## config.mk

```make
export PLATFORM = sky130hd
export DESIGN_NAME = morse_tx
export DESIGN_NICKNAME = d
export VERILOG_FILES = /design/src/rtl/morse_tx.sv
export SDC_FILE = /design/constraint.sdc
export NUM_CORES = 1
export LEC_CHECK = 0
export ABC_AREA = 1
export CAP_MARGIN = 20
export CORE_MARGIN = 2
export CORE_UTILIZATION = 30
export DETAILED_ROUTE_END_ITERATION = 16
export SLEW_MARGIN = 20
export SYNTH_ARGS = -nofsm -noshare
export SYNTH_HDL_FRONTEND = slang
export SYNTH_SLANG_ARGS = --single-unit
export TNS_END_PERCENT = 30
```

## constraint.sdc

```tcl
create_clock -name clk -period 3.6 [get_ports clk]
set_input_delay 0.36 -clock clk [delete_from_list [all_inputs] [get_ports clk]]
set_output_delay 0.36 -clock clk [all_outputs]
set_load 0.1 [all_outputs]
```

## src/rtl/morse_tx.sv

```systemverilog
// morse_tx: ASCII-to-Morse on/off keying transmitter.
// Bytes enter a synchronous FIFO over valid/ready. Each byte is looked up
// (A-Z, a-z, 0-9, space) and keyed on morse_out with ITU unit timing.
// Optional Farnsworth gap stretching is enabled by defining
// MORSE_TX_FARNSWORTH_EN, which adds the extra_gap input port.
module morse_tx #(
    parameter int UNIT_CYCLES = 100000,
    parameter int DEPTH       = 16
) (
    input  logic       clk,
    input  logic       arst_n,
    input  logic       in_valid,
    input  logic [7:0] in_data,
    output logic       in_ready,
`ifdef MORSE_TX_FARNSWORTH_EN
    input  logic [3:0] extra_gap,
`endif
    output logic       morse_out,
    output logic       busy,
    output logic       char_done,
    output logic       bad_char
);

    localparam int AW = $clog2(DEPTH);
    localparam int CW = $clog2(UNIT_CYCLES);
    localparam logic [CW-1:0] CNT_LAST = CW'(UNIT_CYCLES - 1);
    localparam logic [CW-1:0] CNT_PRE  = CW'(UNIT_CYCLES - 2);

    typedef enum logic [2:0] {
        ST_IDLE = 3'd0,
        ST_MARK = 3'd1,
        ST_EGAP = 3'd2,
        ST_CGAP = 3'd3,
        ST_WGAP = 3'd4
    } state_t;

    // Returns {length[2:0], pattern[4:0]}; pattern is left-aligned, MSB sent
    // first, 1 = dash. Length 0 marks an unsupported byte (space included,
    // which is handled separately).
    function automatic logic [7:0] morse_lookup(input logic [7:0] ch);
        logic [7:0] up;
        logic [7:0] code;
        if ((ch >= 8'h61) && (ch <= 8'h7A)) begin
            up = ch - 8'h20;
        end else begin
            up = ch;
        end
        case (up)
            8'h41: code = {3'd2, 5'b01000};
            8'h42: code = {3'd4, 5'b10000};
            8'h43: code = {3'd4, 5'b10100};
            8'h44: code = {3'd3, 5'b10000};
            8'h45: code = {3'd1, 5'b00000};
            8'h46: code = {3'd4, 5'b00100};
            8'h47: code = {3'd3, 5'b11000};
            8'h48: code = {3'd4, 5'b00000};
            8'h49: code = {3'd2, 5'b00000};
            8'h4A: code = {3'd4, 5'b01110};
            8'h4B: code = {3'd3, 5'b10100};
            8'h4C: code = {3'd4, 5'b01000};
            8'h4D: code = {3'd2, 5'b11000};
            8'h4E: code = {3'd2, 5'b10000};
            8'h4F: code = {3'd3, 5'b11100};
            8'h50: code = {3'd4, 5'b01100};
            8'h51: code = {3'd4, 5'b11010};
            8'h52: code = {3'd3, 5'b01000};
            8'h53: code = {3'd3, 5'b00000};
            8'h54: code = {3'd1, 5'b10000};
            8'h55: code = {3'd3, 5'b00100};
            8'h56: code = {3'd4, 5'b00010};
            8'h57: code = {3'd3, 5'b01100};
            8'h58: code = {3'd4, 5'b10010};
            8'h59: code = {3'd4, 5'b10110};
            8'h5A: code = {3'd4, 5'b11000};
            8'h30: code = {3'd5, 5'b11111};
            8'h31: code = {3'd5, 5'b01111};
            8'h32: code = {3'd5, 5'b00111};
            8'h33: code = {3'd5, 5'b00011};
            8'h34: code = {3'd5, 5'b00001};
            8'h35: code = {3'd5, 5'b00000};
            8'h36: code = {3'd5, 5'b10000};
            8'h37: code = {3'd5, 5'b11000};
            8'h38: code = {3'd5, 5'b11100};
            8'h39: code = {3'd5, 5'b11110};
            default: code = 8'h00;
        endcase
        return code;
    endfunction

    // FIFO storage and pointers (extra wrap bit distinguishes full/empty)
    logic [7:0]    mem_r [DEPTH];
    logic [AW:0]   wr_ptr_r;
    logic [AW:0]   rd_ptr_r;
    logic          empty_s;
    logic          full_s;
    logic          push_s;
    logic          pop_s;
    logic [7:0]    head_s;
    logic [7:0]    head_code_s;
    logic [2:0]    head_len_s;
    logic [4:0]    head_pat_s;
    logic          head_space_s;

    // FSM and timing state
    state_t        state_r;
    state_t        state_n;
    logic [2:0]    len_r;
    logic [4:0]    pat_r;
    logic [CW-1:0] cnt_r;
    logic [4:0]    units_r;
    logic [4:0]    dur_s;
    logic [4:0]    gap_extra_s;
    logic          tick_s;
    logic          last_unit_s;
    logic          done_s;
    logic          dispatch_s;
    logic          restart_s;
    logic          load_s;
    logic          bad_s;
    logic          morse_out_r;
    logic          char_done_r;
    logic          bad_char_r;

    assign empty_s      = (wr_ptr_r == rd_ptr_r);
    assign full_s       = (wr_ptr_r[AW] != rd_ptr_r[AW]) &&
                          (wr_ptr_r[AW-1:0] == rd_ptr_r[AW-1:0]);
    assign push_s       = in_valid && !full_s;
    assign head_s       = mem_r[rd_ptr_r[AW-1:0]];
    assign head_code_s  = morse_lookup(head_s);
    assign head_len_s   = head_code_s[7:5];
    assign head_pat_s   = head_code_s[4:0];
    assign head_space_s = (head_s == 8'h20);

`ifdef MORSE_TX_FARNSWORTH_EN
    logic [3:0] extra_r;
    assign gap_extra_s = {1'b0, extra_r};
`else
    assign gap_extra_s = 5'd0;
`endif

    assign tick_s      = (cnt_r == CNT_LAST);
    assign last_unit_s = (units_r == (dur_s - 5'd1));
    assign done_s      = tick_s && last_unit_s;
    assign restart_s   = (state_n != state_r) || done_s;
    assign load_s      = pop_s && !head_space_s && (head_len_s != 3'd0);
    assign bad_s       = pop_s && !head_space_s && (head_len_s == 3'd0);

    assign in_ready  = !full_s;
    assign busy      = (state_r != ST_IDLE) || !empty_s;
    assign morse_out = morse_out_r;
    assign char_done = char_done_r;
    assign bad_char  = bad_char_r;

    // FIFO data write; storage needs no reset since pointers define validity
    always_ff @(posedge clk) begin
        if (push_s) begin
            mem_r[wr_ptr_r[AW-1:0]] <= in_data;
        end
    end

    // FIFO pointer update; push and pop in one cycle are both honoured
    always_ff @(posedge clk or negedge arst_n) begin
        if (!arst_n) begin
            wr_ptr_r <= {(AW+1){1'b0}};
            rd_ptr_r <= {(AW+1){1'b0}};
        end else begin
            if (push_s) begin
                wr_ptr_r <= wr_ptr_r + {{AW{1'b0}}, 1'b1};
            end
            if (pop_s) begin
                rd_ptr_r <= rd_ptr_r + {{AW{1'b0}}, 1'b1};
            end
        end
    end

    // Length of the current state in units
    always_comb begin
        dur_s = 5'd1;
        case (state_r)
            ST_MARK: dur_s = pat_r[4] ? 5'd3 : 5'd1;
            ST_EGAP: dur_s = 5'd1;
            ST_CGAP: dur_s = 5'd3 + gap_extra_s;
            ST_WGAP: dur_s = 5'd4 + gap_extra_s;
            default: dur_s = 5'd1;
        endcase
    end

    // Next-state logic; gap ends dispatch the next byte directly so that
    // back-to-back characters have no idle cycle between them
    always_comb begin
        state_n    = state_r;
        pop_s      = 1'b0;
        dispatch_s = 1'b0;
        case (state_r)
            ST_IDLE: begin
                dispatch_s = 1'b1;
            end
            ST_MARK: begin
                if (done_s) begin
                    if (len_r > 3'd1) begin
                        state_n = ST_EGAP;
                    end else begin
                        state_n = ST_CGAP;
                    end
                end else begin
                    state_n = ST_MARK;
                end
            end
            ST_EGAP: begin
                if (done_s) begin
                    state_n = ST_MARK;
                end else begin
                    state_n = ST_EGAP;
                end
            end
            ST_CGAP, ST_WGAP: begin
                if (done_s) begin
                    state_n    = ST_IDLE;
                    dispatch_s = 1'b1;
                end else begin
                    state_n = state_r;
                end
            end
            default: begin
                state_n = ST_IDLE;
            end
        endcase
        if (dispatch_s && !empty_s) begin
            pop_s = 1'b1;
            if (head_space_s) begin
                state_n = ST_WGAP;
            end else if (head_len_s != 3'd0) begin
                state_n = ST_MARK;
            end else begin
                state_n = ST_IDLE;
            end
        end else begin
            pop_s = 1'b0;
        end
    end

    // State register plus character length/pattern shift register
    always_ff @(posedge clk or negedge arst_n) begin
        if (!arst_n) begin
            state_r <= ST_IDLE;
            len_r   <= 3'd0;
            pat_r   <= 5'd0;
        end else begin
            state_r <= state_n;
            if (load_s) begin
                len_r <= head_len_s;
                pat_r <= head_pat_s;
            end else if ((state_r == ST_EGAP) && done_s) begin
                len_r <= len_r - 3'd1;
                pat_r <= {pat_r[3:0], 1'b0};
            end
        end
    end

    // Unit timer: restarts on every state entry, held at zero while idle
    always_ff @(posedge clk or negedge arst_n) begin
        if (!arst_n) begin
            cnt_r   <= {CW{1'b0}};
            units_r <= 5'd0;
        end else if (restart_s || (state_r == ST_IDLE)) begin
            cnt_r   <= {CW{1'b0}};
            units_r <= 5'd0;
        end else if (tick_s) begin
            cnt_r   <= {CW{1'b0}};
            units_r <= units_r + 5'd1;
        end else begin
            cnt_r <= cnt_r + CW'(1);
        end
    end

`ifdef MORSE_TX_FARNSWORTH_EN
    // Capture the extra gap length on entry to a character or word gap
    always_ff @(posedge clk or negedge arst_n) begin
        if (!arst_n) begin
            extra_r <= 4'd0;
        end else if (restart_s && ((state_n == ST_CGAP) || (state_n == ST_WGAP))) begin
            extra_r <= extra_gap;
        end
    end
`endif

    // Registered outputs: keying from next state, pulses timed to the last
    // gap cycle and to the pop of an unsupported byte
    always_ff @(posedge clk or negedge arst_n) begin
        if (!arst_n) begin
            morse_out_r <= 1'b0;
            char_done_r <= 1'b0;
            bad_char_r  <= 1'b0;
        end else begin
            morse_out_r <= (state_n == ST_MARK);
            char_done_r <= ((state_r == ST_CGAP) || (state_r == ST_WGAP)) &&
                           last_unit_s && (cnt_r == CNT_PRE);
            bad_char_r  <= bad_s;
        end
    end

endmodule

```

==> metrics.csv <==
metric,value,unit
status,"finished, final reports clean",
YS warnings,0,
clk sink count,174,
top_reg_cell synth,edfxtp_1,
Worst Setup Start Kind,register,
Avg WL per Cell,14.3,um
clock-pin slew on the worst setup and hold paths,0.08,ns
number of synthesized flops with an enable pin,128,
Final Setup Violations,0,
Crit. End Element,register,
synthesized flop and latch total,174,
Initial Util,0.303,
pwr dens,903,mW/mm^2
die area,0.0302,mm^2
diodes inserted,0,
critical-path maximum fanout,8,
Worst Reg-to-Reg Cells,18,
footprint of the multi-input gates,0.00304,mm^2
Worst-Margin Slew,0.983,ns
Rows,62,
Max Clk Rate,313,MHz
Cells after Synth,905,
Synth area leaders,"edfxtp_1, dfrtp_1, nand2_1",
largest area contributor in the netlist,edfxtp_1,
dpl ws,0.225,ns
final period utilization,0.888,
non-filler instance count after layout,1342,
Core ar.,0.0285,mm^2
post-synth top area share,0.444,
Required @ worst endpoint,3.91,ns
class of the worst hold path,input pin to async pin,
First DRT Iteration DRCs,461,
aggregate routed wire length,19.2,mm
Clock Path Buffers,2,
ys async rst share,0.264,
Num CTS Buffers,17,
final setup margin,0.405,ns
Post-Syn Area,0.00866,mm^2
Yosys cell types,47,
most frequent cell after synthesis,nand2_1,
Syn Area/Cell,9.57,um^2
WP data arrival,3.51,ns
first-pass GRT wire length,32.1,mm
fillers,2944,
dpl cells,1308,
sequential-to-total area share from yosys stat,0.577,
final worst path period need,3.20,ns
Residual DRC,0,
Vias per Instance,4.62,
max_cap viols,0,
largest net degree at the start of global routing,54,
DIE WIDTH,174,um
fraction of layout cells with a size suffix above 1,0.120,
Layout Area Growth over Synthesis,14.9,%
Final nets,977,
root buf cell,clkbuf_16,
chip height,174,um
DR pass1 iterations,5,
number of global-route vias before repair,6171,
Setup Skew,0.0137,ns
syn_nets,937,
initial antenna violation count,0,
Routed Antenna Nets,0,
CP Class,register to register,
WHS,0.471,ns
Final Hold Viols,0,
placer congestion estimate,0.825,
Max Slew Vio Count,0,
# IOs,16,
total congestion overflow,0,
Global Route Usage Sum,0.133,
via count,6195,
normalized max-slew margin,0.342,
RSZ-0062 raised after global routing,no,
highest ir drop seen on vdd,0.398,mV
setup tns final,0,ns
Port Buffers,15,
leakage power,0.00400,uW
synth cell count leaders,"nand2_1, nor2_1, edfxtp_1",
CTS tree,done,
CTS H-tree lvls,4,
hpwl dp,12.8,mm
worst skew pair latency,0.44,ns
flip-flop and latch area,0.00500,mm^2
critical path, cell delays in order (launching register included):
cell and delay (ns):
dfrtp_1 0.47, nor3_1 0.29, a21oi_1 0.07, ha_1 0.19
ha_1 0.28, xnor2_1 0.12, nor2_1 0.11, o2111a_1 0.18
inv_1 0.06, nor2_1 0.22, nor2_1 0.11, clkinv_1 0.07
nand3_2 0.16, nor2_4 0.16, a21oi_2 0.05, o21ai_2 0.22
inv_2 0.10, nand2_2 0.17, nor2_1 0.07
state kept, by name, indices dropped and copies added, names as in the netlist:
name	flops
wr_ptr_r	5
units_r	5
char_done	1
pat_r	5
len_r	3
mem_r	128
rd_ptr_r	5
cnt_r	17
bad_char	1
morse_out	1
state_r	3
where the power goes:
group          internal (uW)  total (uW)  switching, uW
sequential              2430        2590            160
clock                    940        1850            914
combinational           1510        4540           3030
cell type report:
class,instances,share of cell area
Inverter,115,0.0436
Multi-Input combinational cell,590,0.305
Sequential cell,174,0.502
Clock inverter,14,0.0162
Tap cell,384,0.0483
Clock buffer,18,0.0431
Timing Repair Buffer,47,0.0413
kinds of logic after synthesis:
logic type	synth area share
mux	0.00116
compound gates	0.0656
simple gates	0.231
xor+xnor	0.0223
flops	0.577
fa+ha+maj	0.0304
buf+inv	0.0728
worst paths after layout:
path | from | end | slack [ns]
setup / recovery | state_r[2] | cnt_r[15] | 0.40
hold / removal | arst_n | char_done | 0.47
setup reg to reg | state_r[2] | cnt_r[15] | 0.40
hold reg to reg | rd_ptr_r[4] | rd_ptr_r[4] | 0.49
max in group asynchronous | arst_n | rd_ptr_r[0] | 2.68
min in group clk | rd_ptr_r[4] | rd_ptr_r[4] | 0.49
cells in the final DEF (no fill, tap or decap), types with 11 or more instances in the layout:
master and count:
a21oi_1 20, o21ai_0 26, nand4_1 11, clkbuf_16 17, ha_1 21, buf_4 32
edfxtp_1 128, nand2_1 177, o21ai_1 31, inv_1 95, clkdlybuf4s50_1 12, inv_2 15
nor2_1 139, nand3_1 70, dfrtp_1 45, xor2_1 17
per-layer routing:
metal,GRT usage,routed length [um]
met1,0.177,8920
met4,0.0448,277
met2,0.222,9230
met3,0.0211,721
met5,0,0
per-stage QoR:
| step | total power [uW] | instance area, um^2 | util |
|---|---|---|---|
| 5_1_grt | 9730 | 9950 | 0.348 |
| 3_3_place_gp | 7130 | 9330 | 0.327 |
| 2_1_floorplan | 6050 | 8660 | - |
| 3_5_place_dp | 7140 | 9330 | 0.327 |
| 4_1_cts | 9000 | 9920 | 0.348 |
| 6_report | 8990 | 9950 | 0.348 |
timing repair:
item,4_1_cts,5_1_grt
hold buffers,0,1
buffers inserted,0,1
hold endpoints to repair,0,41
setup endpoints to repair,0,20
resized for setup,0,1
(Power assumes the default switching activity.)
